## src/rtl/adjust_button_ctrl.sv

```systemverilog
// adjust_button_ctrl: front-panel adjust controller that turns three raw push-buttons into field-select and up/down strobes.
// Latency: a clean raw edge sampled at edge k acts at edge k+DEBOUNCE_CYCLES+3 (2 sync, debounce, 1 edge register).
// Backpressure: none; strobes are fire-and-forget single-cycle pulses to the field counters.
// Ports: clk/rst_n (async active-low); btn_mode/btn_up/btn_down raw async buttons;
//        adj_sel one-hot field enable (0 in RUN); adj_up/adj_down one-cycle strobes; adjusting high outside RUN.
module adjust_button_ctrl #(
  parameter int DEBOUNCE_CYCLES = 20000,
  parameter int REPEAT_DELAY    = 500000,
  parameter int REPEAT_PERIOD   = 100000,
  parameter int TIMEOUT_CYCLES  = 50000000
) (
  input  logic       clk,
  input  logic       rst_n,
  input  logic       btn_mode,
  input  logic       btn_up,
  input  logic       btn_down,
  output logic [5:0] adj_sel,
  output logic       adj_up,
  output logic       adj_down,
  output logic       adjusting
);

  localparam int DB_W    = $clog2(DEBOUNCE_CYCLES + 1);
  localparam int RPT_MAX = (REPEAT_DELAY > REPEAT_PERIOD) ? REPEAT_DELAY : REPEAT_PERIOD;
  localparam int RPT_W   = $clog2(RPT_MAX + 1);
  localparam int IDLE_W  = $clog2(TIMEOUT_CYCLES + 1);

  localparam logic [DB_W-1:0]   DB_LAST     = DB_W'(DEBOUNCE_CYCLES - 1);
  localparam logic [RPT_W-1:0]  DELAY_LAST  = RPT_W'(REPEAT_DELAY - 1);
  localparam logic [RPT_W-1:0]  PERIOD_LAST = RPT_W'(REPEAT_PERIOD - 1);
  localparam logic [IDLE_W-1:0] IDLE_LAST   = IDLE_W'(TIMEOUT_CYCLES - 1);

  localparam int B_MODE = 0;
  localparam int B_UP   = 1;
  localparam int B_DOWN = 2;

  typedef enum logic [2:0] {
    S_RUN, S_SEC, S_MIN, S_HOUR, S_DAY, S_MON, S_YEAR
  } state_t;

  // ---------------------------------------------------------------------------
  // Synchronisers, debouncers and rising-edge press pulses
  // ---------------------------------------------------------------------------
  logic [2:0]      raw;
  logic [2:0]      sync1;
  logic [2:0]      sync2;
  logic [2:0]      db;
  logic [2:0]      db_nxt;
  logic [2:0]      db_dly;
  logic [2:0]      press;
  logic [DB_W-1:0] db_cnt     [3];
  logic [DB_W-1:0] db_cnt_nxt [3];

  assign raw = {btn_down, btn_up, btn_mode};

  // The counter runs only while the synchronised level disagrees with db;
  // any agreeing cycle restarts the stability window.
  always_comb begin
    for (int i = 0; i < 3; i++) begin
      db_nxt[i]     = db[i];
      db_cnt_nxt[i] = '0;
      if (sync2[i] != db[i]) begin
        if (db_cnt[i] == DB_LAST) begin
          db_nxt[i] = sync2[i];
        end else begin
          db_cnt_nxt[i] = db_cnt[i] + DB_W'(1);
        end
      end
    end
  end

  always_ff @(posedge clk or negedge rst_n) begin
    if (!rst_n) begin
      sync1  <= '0;
      sync2  <= '0;
      db     <= '0;
      db_dly <= '0;
      press  <= '0;
      for (int i = 0; i < 3; i++) begin
        db_cnt[i] <= '0;
      end
    end else begin
      sync1  <= raw;
      sync2  <= sync1;
      db     <= db_nxt;
      db_dly <= db;
      press  <= db & ~db_dly;
      for (int i = 0; i < 3; i++) begin
        db_cnt[i] <= db_cnt_nxt[i];
      end
    end
  end

  // ---------------------------------------------------------------------------
  // Field FSM, auto-repeat and idle timeout
  // ---------------------------------------------------------------------------
  state_t           state;
  state_t           state_adv;
  logic             rpt_armed;
  logic             rpt_dir_up;
  logic             rpt_first;
  logic [RPT_W-1:0] rpt_cnt;
  logic [IDLE_W-1:0] idle_cnt;

  // Hold status uses the level db takes on this edge, so a repeat pulse that
  // falls due on the very edge db drops is suppressed.
  logic hold_up;
  logic hold_dn;
  logic hold_both;
  logic rpt_hold;
  logic rpt_due;
  logic press_up_ok;
  logic press_dn_ok;
  logic rpt_fire;

  function automatic state_t advance(input state_t s);
    case (s)
      S_RUN:   return S_SEC;
      S_SEC:   return S_MIN;
      S_MIN:   return S_HOUR;
      S_HOUR:  return S_DAY;
      S_DAY:   return S_MON;
      S_MON:   return S_YEAR;
      default: return S_RUN;
    endcase
  endfunction

  function automatic logic [5:0] sel_code(input state_t s);
    case (s)
      S_SEC:   return 6'b000001;
      S_MIN:   return 6'b000010;
      S_HOUR:  return 6'b000100;
      S_DAY:   return 6'b001000;
      S_MON:   return 6'b010000;
      S_YEAR:  return 6'b100000;
      default: return 6'b000000;
    endcase
  endfunction

  assign state_adv   = advance(state);
  assign hold_up     = db_nxt[B_UP];
  assign hold_dn     = db_nxt[B_DOWN];
  assign hold_both   = hold_up & hold_dn;
  assign rpt_hold    = rpt_dir_up ? hold_up : hold_dn;
  assign rpt_due     = rpt_first ? (rpt_cnt == DELAY_LAST) : (rpt_cnt == PERIOD_LAST);
  assign press_up_ok = press[B_UP] & hold_up & ~hold_dn;
  assign press_dn_ok = press[B_DOWN] & hold_dn & ~hold_up;
  assign rpt_fire    = rpt_armed & ~hold_both & ~press_up_ok & ~press_dn_ok & rpt_hold & rpt_due;

  always_ff @(posedge clk or negedge rst_n) begin
    if (!rst_n) begin
      state      <= S_RUN;
      adj_sel    <= '0;
      adj_up     <= 1'b0;
      adj_down   <= 1'b0;
      adjusting  <= 1'b0;
      rpt_armed  <= 1'b0;
      rpt_dir_up <= 1'b0;
      rpt_first  <= 1'b0;
      rpt_cnt    <= '0;
      idle_cnt   <= '0;
    end else begin
      adj_up   <= 1'b0;
      adj_down <= 1'b0;
      if (press[B_MODE]) begin
        // Mode wins over any coincident up/down; the new field needs a fresh press.
        state     <= state_adv;
        adj_sel   <= sel_code(state_adv);
        adjusting <= (state_adv != S_RUN);
        rpt_armed <= 1'b0;
        rpt_cnt   <= '0;
        idle_cnt  <= '0;
      end else if (state == S_RUN) begin
        rpt_armed <= 1'b0;
        rpt_cnt   <= '0;
        idle_cnt  <= '0;
      end else begin
        if (hold_both) begin
          rpt_armed <= 1'b0;
          rpt_cnt   <= '0;
        end else if (press_up_ok) begin
          adj_up     <= 1'b1;
          rpt_armed  <= 1'b1;
          rpt_dir_up <= 1'b1;
          rpt_first  <= 1'b1;
          rpt_cnt    <= '0;
        end else if (press_dn_ok) begin
          adj_down   <= 1'b1;
          rpt_armed  <= 1'b1;
          rpt_dir_up <= 1'b0;
          rpt_first  <= 1'b1;
          rpt_cnt    <= '0;
        end else if (rpt_armed && !rpt_hold) begin
          rpt_armed <= 1'b0;
          rpt_cnt   <= '0;
        end else if (rpt_fire) begin
          adj_up    <= rpt_dir_up;
          adj_down  <= ~rpt_dir_up;
          rpt_first <= 1'b0;
          rpt_cnt   <= '0;
        end else if (rpt_armed) begin
          rpt_cnt <= rpt_cnt + RPT_W'(1);
        end

        // Any up/down press or repeat pulse counts as activity.
        if (press[B_UP] || press[B_DOWN] || rpt_fire) begin
          idle_cnt <= '0;
        end else if (idle_cnt == IDLE_LAST) begin
          state     <= S_RUN;
          adj_sel   <= '0;
          adjusting <= 1'b0;
          rpt_armed <= 1'b0;
          rpt_cnt   <= '0;
          idle_cnt  <= '0;
        end else begin
          idle_cnt <= idle_cnt + IDLE_W'(1);
        end
      end
    end
  end

endmodule

```

## config.mk

```make
export PLATFORM = sky130hd
export DESIGN_NAME = adjust_button_ctrl
export DESIGN_NICKNAME = d
export VERILOG_FILES = /design/src/rtl/adjust_button_ctrl.sv
export SDC_FILE = /design/constraint.sdc
export NUM_CORES = 1
export LEC_CHECK = 0
export CAP_MARGIN = 20
export CORE_MARGIN = 3
export CORE_UTILIZATION = 55
export CTS_CLUSTER_DIAMETER = 150
export CTS_CLUSTER_SIZE = 16
export DETAILED_ROUTE_END_ITERATION = 12
export PLACE_DENSITY_LB_ADDON = 0.2
export SLEW_MARGIN = 10
export SYNTH_ARGS = -nofsm -noshare
export SYNTH_HDL_FRONTEND = slang
export SYNTH_SLANG_ARGS = --single-unit
```

## constraint.sdc

```tcl
create_clock -name clk -period 3.5 [get_ports clk]
set_clock_uncertainty 0.15 [all_clocks]
set_input_delay 0.7 -clock clk [delete_from_list [all_inputs] [get_ports clk]]
set_output_delay 0.7 -clock clk [all_outputs]
set_load 0.02 [all_outputs]
```

# == Yosys cells after proc, flatten, opt, wreduce, memory -nomap -nowiden ==
# Index checks and enable logic that the tools add are counted.
# classes
add_sub_neg,5
mul,0
div_mod_pow,0
order_cmp,0
eq_ne,23
shift,0
mux,68
bitwise_logic,20
reduce_logical,13
# op_table
op,count
two-way mux 19 bit,10
two-way mux 26 bit,4
two-way mux 15 bit,6
"adder 15 x 1 -> 15 bit, second input constant",3
"equality test 15 bit, second input constant",3
two-way mux 1 bit,38
case mux 6 bit (6 select lines),1
"adder 26 x 1 -> 26 bit, second input constant",1
"equality test 26 bit, second input constant",1
two-way mux 6 bit,4
"adder 19 x 1 -> 19 bit, second input constant",1
"equality test 19 x 17 -> 1 bit, second input constant",1
"equality test 19 bit, second input constant",1
case mux 3 bit (6 select lines),1
"equality test 3 bit, second input constant",5
"equality test 3 x 2 -> 1 bit, second input constant",4
two-way mux 3 bit,4
bitwise AND 1 bit,10
inverter 1 bit,8
"equality test 3 x 1 -> 1 bit, second input constant",2
nonzero test 3 bit,2
AND reduction 5 bit,1
"inequality test 2 bit, second input constant",2
AND reduction 4 bit,1
other kinds (11),15
# totals
regBits,120
latch_bits,0
ramBits,0
romBits,0
input_bits,5
output_inout_bits,9
word_cells,148
memories,0

# == Logic depth before layout (Yosys ltp) ==
# logic_depth
word_depth,19
depth_mapped,10
ltp_nobuf,8

# == Worst setup path before layout ==
# Ideal clock, no wire load.
# synth_path
path_type,flip-flop to flip-flop
start,register db_cnt[15] in the netlist's numbering
end,register rpt_cnt[10]
setup_time_ns,0.095
arrival_ns,2.185
required_time_ns,3.255
path_slack_ns,1.070
path_stages_with_launch,11
path_buffers,2
synth_period_minus_slack_ns,2.430
cell_sequence,dfrtp_1 ha_1 and4_1 nand4_2 mux2i_4 inv_4 a21oi_2 a21bo_1 buf_6 buf_12 nor4_4
# synth_via
elab_chain_len,19
elab_cells_between_ends,29
cone_classes,eq/ne (1); mux (12); bitwise (13); reduce/logical (3)
# synth_lines
item,line_no,rtl
from (decl),51,logic [DB_W-1:0] db_cnt [3];
"from (signal, indexed assignment)",89,db_cnt[i] <= db_cnt_nxt[i];
equality test 15 bit *,63,if (db_cnt[i] == DB_LAST) begin
two-way mux 1 bit *,63,
two-way mux 1 bit *,62,if (sync2[i] != db[i]) begin
via hold_up,107,logic hold_up;
bitwise AND 1 bit (on tied branches),"143, 146",
inverter 1 bit (no line) / bitwise AND 1 bit (equally long branches),n/a,
bitwise AND 1 bit / inverter 1 bit (equally long branches),148,assign rpt_fire = rpt_armed & ~hold_both & ~press_up_ok & ~press_dn_ok & rpt_hold & rpt_due;
bitwise AND 1 bit (4 in a row),148,
two-way mux 19 bit,196,end else if (rpt_fire) begin
two-way mux 19 bit,193,end else if (rpt_armed && !rpt_hold) begin
two-way mux 19 bit,187,end else if (press_dn_ok) begin
two-way mux 19 bit,181,end else if (press_up_ok) begin
two-way mux 19 bit,178,if (hold_both) begin
two-way mux 19 bit,208,end else if (idle_cnt == IDLE_LAST) begin
two-way mux 19 bit *,206,if (press[B_UP] || press[B_DOWN] || rpt_fire) begin
two-way mux 19 bit *,173,end else if (state == S_RUN) begin
two-way mux 19 bit *,165,if (press[B_MODE]) begin
to (signal assigned),202,rpt_cnt <= rpt_cnt + RPT_W'(1);
to (decl),102,logic [RPT_W-1:0] rpt_cnt;
# Mark *: on every way through the listed nets, which the timed path passes. The rest lies on a longest branch.
# A chain may end at the register's enable or synchronous reset.

# == Final worst setup path ==
# layout_path
start,register db_cnt[0] in the netlist's numbering
end,register rpt_cnt[4]
# layout_via
elab_chain_len,19
elab_cells_between_ends,29
cone_classes,eq/ne (1); mux (12); bitwise (13); reduce/logical (3)
# layout_lines
item,line_no,rtl
equality test 15 bit *,63,
two-way mux 1 bit *,63,
two-way mux 1 bit *,62,
via hold_dn,108,logic hold_dn;
bitwise AND 1 bit / inverter 1 bit (equally long branches),"143, 146",
inverter 1 bit (no line) / bitwise AND 1 bit (equally long branches),n/a,
bitwise AND 1 bit / inverter 1 bit (equally long branches),148,
bitwise AND 1 bit (4 in a row),148,
two-way mux 19 bit,196,
two-way mux 19 bit,193,
two-way mux 19 bit,187,
two-way mux 19 bit,181,
two-way mux 19 bit,178,
two-way mux 19 bit,208,
two-way mux 19 bit *,206,
two-way mux 19 bit *,173,
two-way mux 19 bit *,165,
# Marks and branches as above.

==> qor.yml <==
status: "complete, no violations"
cts_buffers: 17
ys_async_sr_fraction: 1.00
r2r-end: "rpt_cnt[4]"
worstSetupStartpointType: "register"
yosys.area_share.adder: 0.0108
syn_area_mm2: 0.00582
clock-sinks: 120
grt_antenna_before_repair: 0
synth_compound_area_frac: 0.0368
cts_tree: "yes"
vias: 4091
r2r_slack_ns: 0.62
synthSimpleGateAreaFrac: 0.272
hold_viol: 0
ctsResizeCount: 0
drv_cap: 0
fmax_mhz: 347
cp_slowest_stage_delay_ns: 0.70
clock_latency_ns: 0.53
cp.arrival_ns: 3.09
crit_buf_inv: 1
synth_enable_flop_cells: 0
areaGrowthSynthToFinish_pct: 14.9
synth_fp_nets: 579
wirelength_mm: 10.7
first_global_vias: 4037
synthDistinctLibCells: 59
ys_warn_count: 0
cp_cell_sequence: "ha_1 > and4_1 > and4_2 > nor2_2 > inv_2 > mux2i_1 > a21bo_1 > nor4_1"
path_clk_slew_ns: 0.06
cts_root_buffer: "clkbuf_8"
setup_viol: 0
layout-drive-gt1-share: 0.105
start_util: 0.579
netlist_instances: 569
r2r_start: "db_cnt[0]"
end_kind: "register"
finalCoreUtilization: 0.665
slew_violations: 0
synth_area_per_cell_um2: 10.2
ys.flop_type: "dfrtp_1"
synth_top_family_by_area: "simple AND/OR/NAND/NOR gates"
period_needed_ns: 2.88
hold_ws_ns: 0.0745
worst-path-stages: 8
leakagePower_nw: 2.74
die_area_mm2: 0.0118
fin_crit_sh: 0.824
irDropWorstVdd_mv: 0.394
firstDrtPassIters: 4
track_usage: 0.205
rows: 36
diodes: 0
synth.mux.area_fraction: 0.0133
h-tree-depth: 4
power_density_mw_per_mm2: 498
antenna_left: 0
crit_slowest_cell: "a21bo_1"
die-height_um: 109
drc: 0
port_buffers: 13
post-cts-setup-buffers: 0
rsz0062_at_grt: "no"
dp_slack_ns: 0.665
avgRoutedWirePerCell_um: 14.6
setup_ws_ns: 0.618
p_total_mw: 3.33
fin_tns_setup_ns: 0
via_per_inst: 5.58
crit_path_max_fanout: 19
finalNetCount: 598
grt_max_degree: 67
yosysSeqAreaShare: 0.516
pin_count: 14
overflow: 0
drtIter0Drc: 298
hp-class: "in -> async"
path_class: "reg -> reg"
relSlewSlack: 0.441
worstRegToRegCells: 8
fp.coreArea_mm2: 0.0100
yosys.area_share.xor_xnor: 0.125
grt_pass1_wl_mm: 19.0
clk_path_buf_depth: 2
crit_family: "simple AND/OR/NAND/NOR gates"
dp_hpwl_mm: 6.97
worstPathRequired_ns: 3.71
die-width_um: 109
ys_ff_latch: 120
tightest_slew_ns: 0.838
routabilityCongestion: 0.835
postCtsHoldBufs: 0
[synthesized netlist by cell type, drive strengths merged, types with 2 or more instances]
| cell | n | area (um^2) |
|---|---|---|
| xor2 | 55 | 482 |
| mux2i | 5 | 66.3 |
| nor2 | 95 | 359 |
| nor3 | 21 | 110 |
| or4 | 2 | 15.0 |
| nand2 | 34 | 128 |
| nand2b | 10 | 62.6 |
| or3 | 2 | 12.5 |
| buf | 9 | 72.6 |
| ha | 5 | 62.6 |
| and2 | 2 | 12.5 |
| nor4 | 25 | 228 |
| a31oi | 2 | 12.5 |
| dfrtp | 120 | 3000 |
| inv | 13 | 51.3 |
| xnor2 | 28 | 245 |
| nand3 | 47 | 240 |
| clkbuf | 7 | 26.3 |
| o211ai | 2 | 15.0 |
| and4 | 6 | 53.8 |
| nor2b | 5 | 31.3 |
| o21ai | 9 | 45.0 |
| nand3b | 2 | 15.0 |
| nand4 | 23 | 150 |
| and3 | 9 | 56.3 |
| nor4b | 6 | 73.8 |
| a21oi | 11 | 58.8 |
[area by class of cell]
class / count / area [um^2]
sequential: 120 / 3000
fill: 794 / 3360
clock inverter: 7 / 138
multi-input combinational: 420 / 2660
tap: 133 / 166
clock buffer: 24 / 500
inverter: 13 / 51.3
timing repair buffer: 16 / 163
[flip-flops by register name, indices dropped and copies added, names as in the netlist]
signal      flops
adj_down        1
db              3
rpt_armed       1
db_dly          3
rpt_first       1
idle_cnt       26
db_cnt         45
rpt_dir_up      1
sync2           3
adj_sel         6
state           3
adj_up          1
press           3
adjusting       1
sync1           3
rpt_cnt        19
[power breakdown]
group	leakage, nW	total, mW	switching, mW	internal [mW]
clock	0.313	1.86	0.594	1.26
sequential	1.66	1.41	0.00944	1.40
combinational	0.775	0.0569	0.0411	0.0158
[cells by family (layout without fill, tap and decap cells)]
family,after synthesis,count (layout)
AOI/OAI and AO/OA,33,33
xor gates and xnor gates,83,83
buffers and inverters,29,60
adders and majority gates,5,5
DFF,120,120
and+or+nand+nor,293,293
muxes,6,6
[worst register-to-register path, cell delays in order, from the launching register on]
cell	delay, ns
dfrtp_1	0.40
ha_1	0.24
and4_1	0.27
and4_2	0.21
nor2_2	0.22
inv_2	0.12
mux2i_1	0.22
a21bo_1	0.70
nor4_1	0.19
[placed cells by master, fill, tap and decap left out, types with 5 or more instances in the layout]
| master | instances |
|---|---|
| a21oi_1 | 10 |
| and3_1 | 9 |
| and4_1 | 5 |
| clkbuf_16 | 16 |
| clkbuf_8 | 7 |
| clkdlybuf4s50_1 | 12 |
| dfrtp_1 | 120 |
| ha_1 | 5 |
| inv_1 | 11 |
| nand2_1 | 34 |
| nand2b_1 | 10 |
| nand3_1 | 46 |
| nand4_1 | 22 |
| nor2_1 | 94 |
| nor2b_1 | 5 |
| nor3_1 | 20 |
| nor4_1 | 15 |
| nor4_2 | 9 |
| o21ai_0 | 9 |
| xnor2_1 | 28 |
| xor2_1 | 55 |
[how the worst max path moves through the flow]
| stage | start | end |
|---|---|---|
| global placement | db_cnt[15] | adj_sel[3] |
| global route | db_cnt[0] | rpt_cnt[4] |
| CTS | db_cnt[0] | rpt_cnt[4] |
| finish | db_cnt[0] | rpt_cnt[4] |
| detailed placement | db_cnt[15] | adj_sel[2] |
| floorplan | db_cnt[15] | rpt_cnt[10] |
[layer usage]
layer / track usage / vias to the layer above / wire [um]
met3: 0.0551 / 25 / 336
met5: 0 / - / 0
met1: 0.265 / 1990 / 4940
met2: 0.325 / 65 / 5200
li1: - / 2011 / -
met4: 0.0911 / 0 / 211
[through the flow]
stage | instances | area (um^2)
finish | 733 | 6680
global route | 733 | 6680
CTS | 733 | 6680
detailed placement | 702 | 6050
global placement | 702 | 6050
floorplan | 569 | 5820
(Power assumes the default switching activity.)
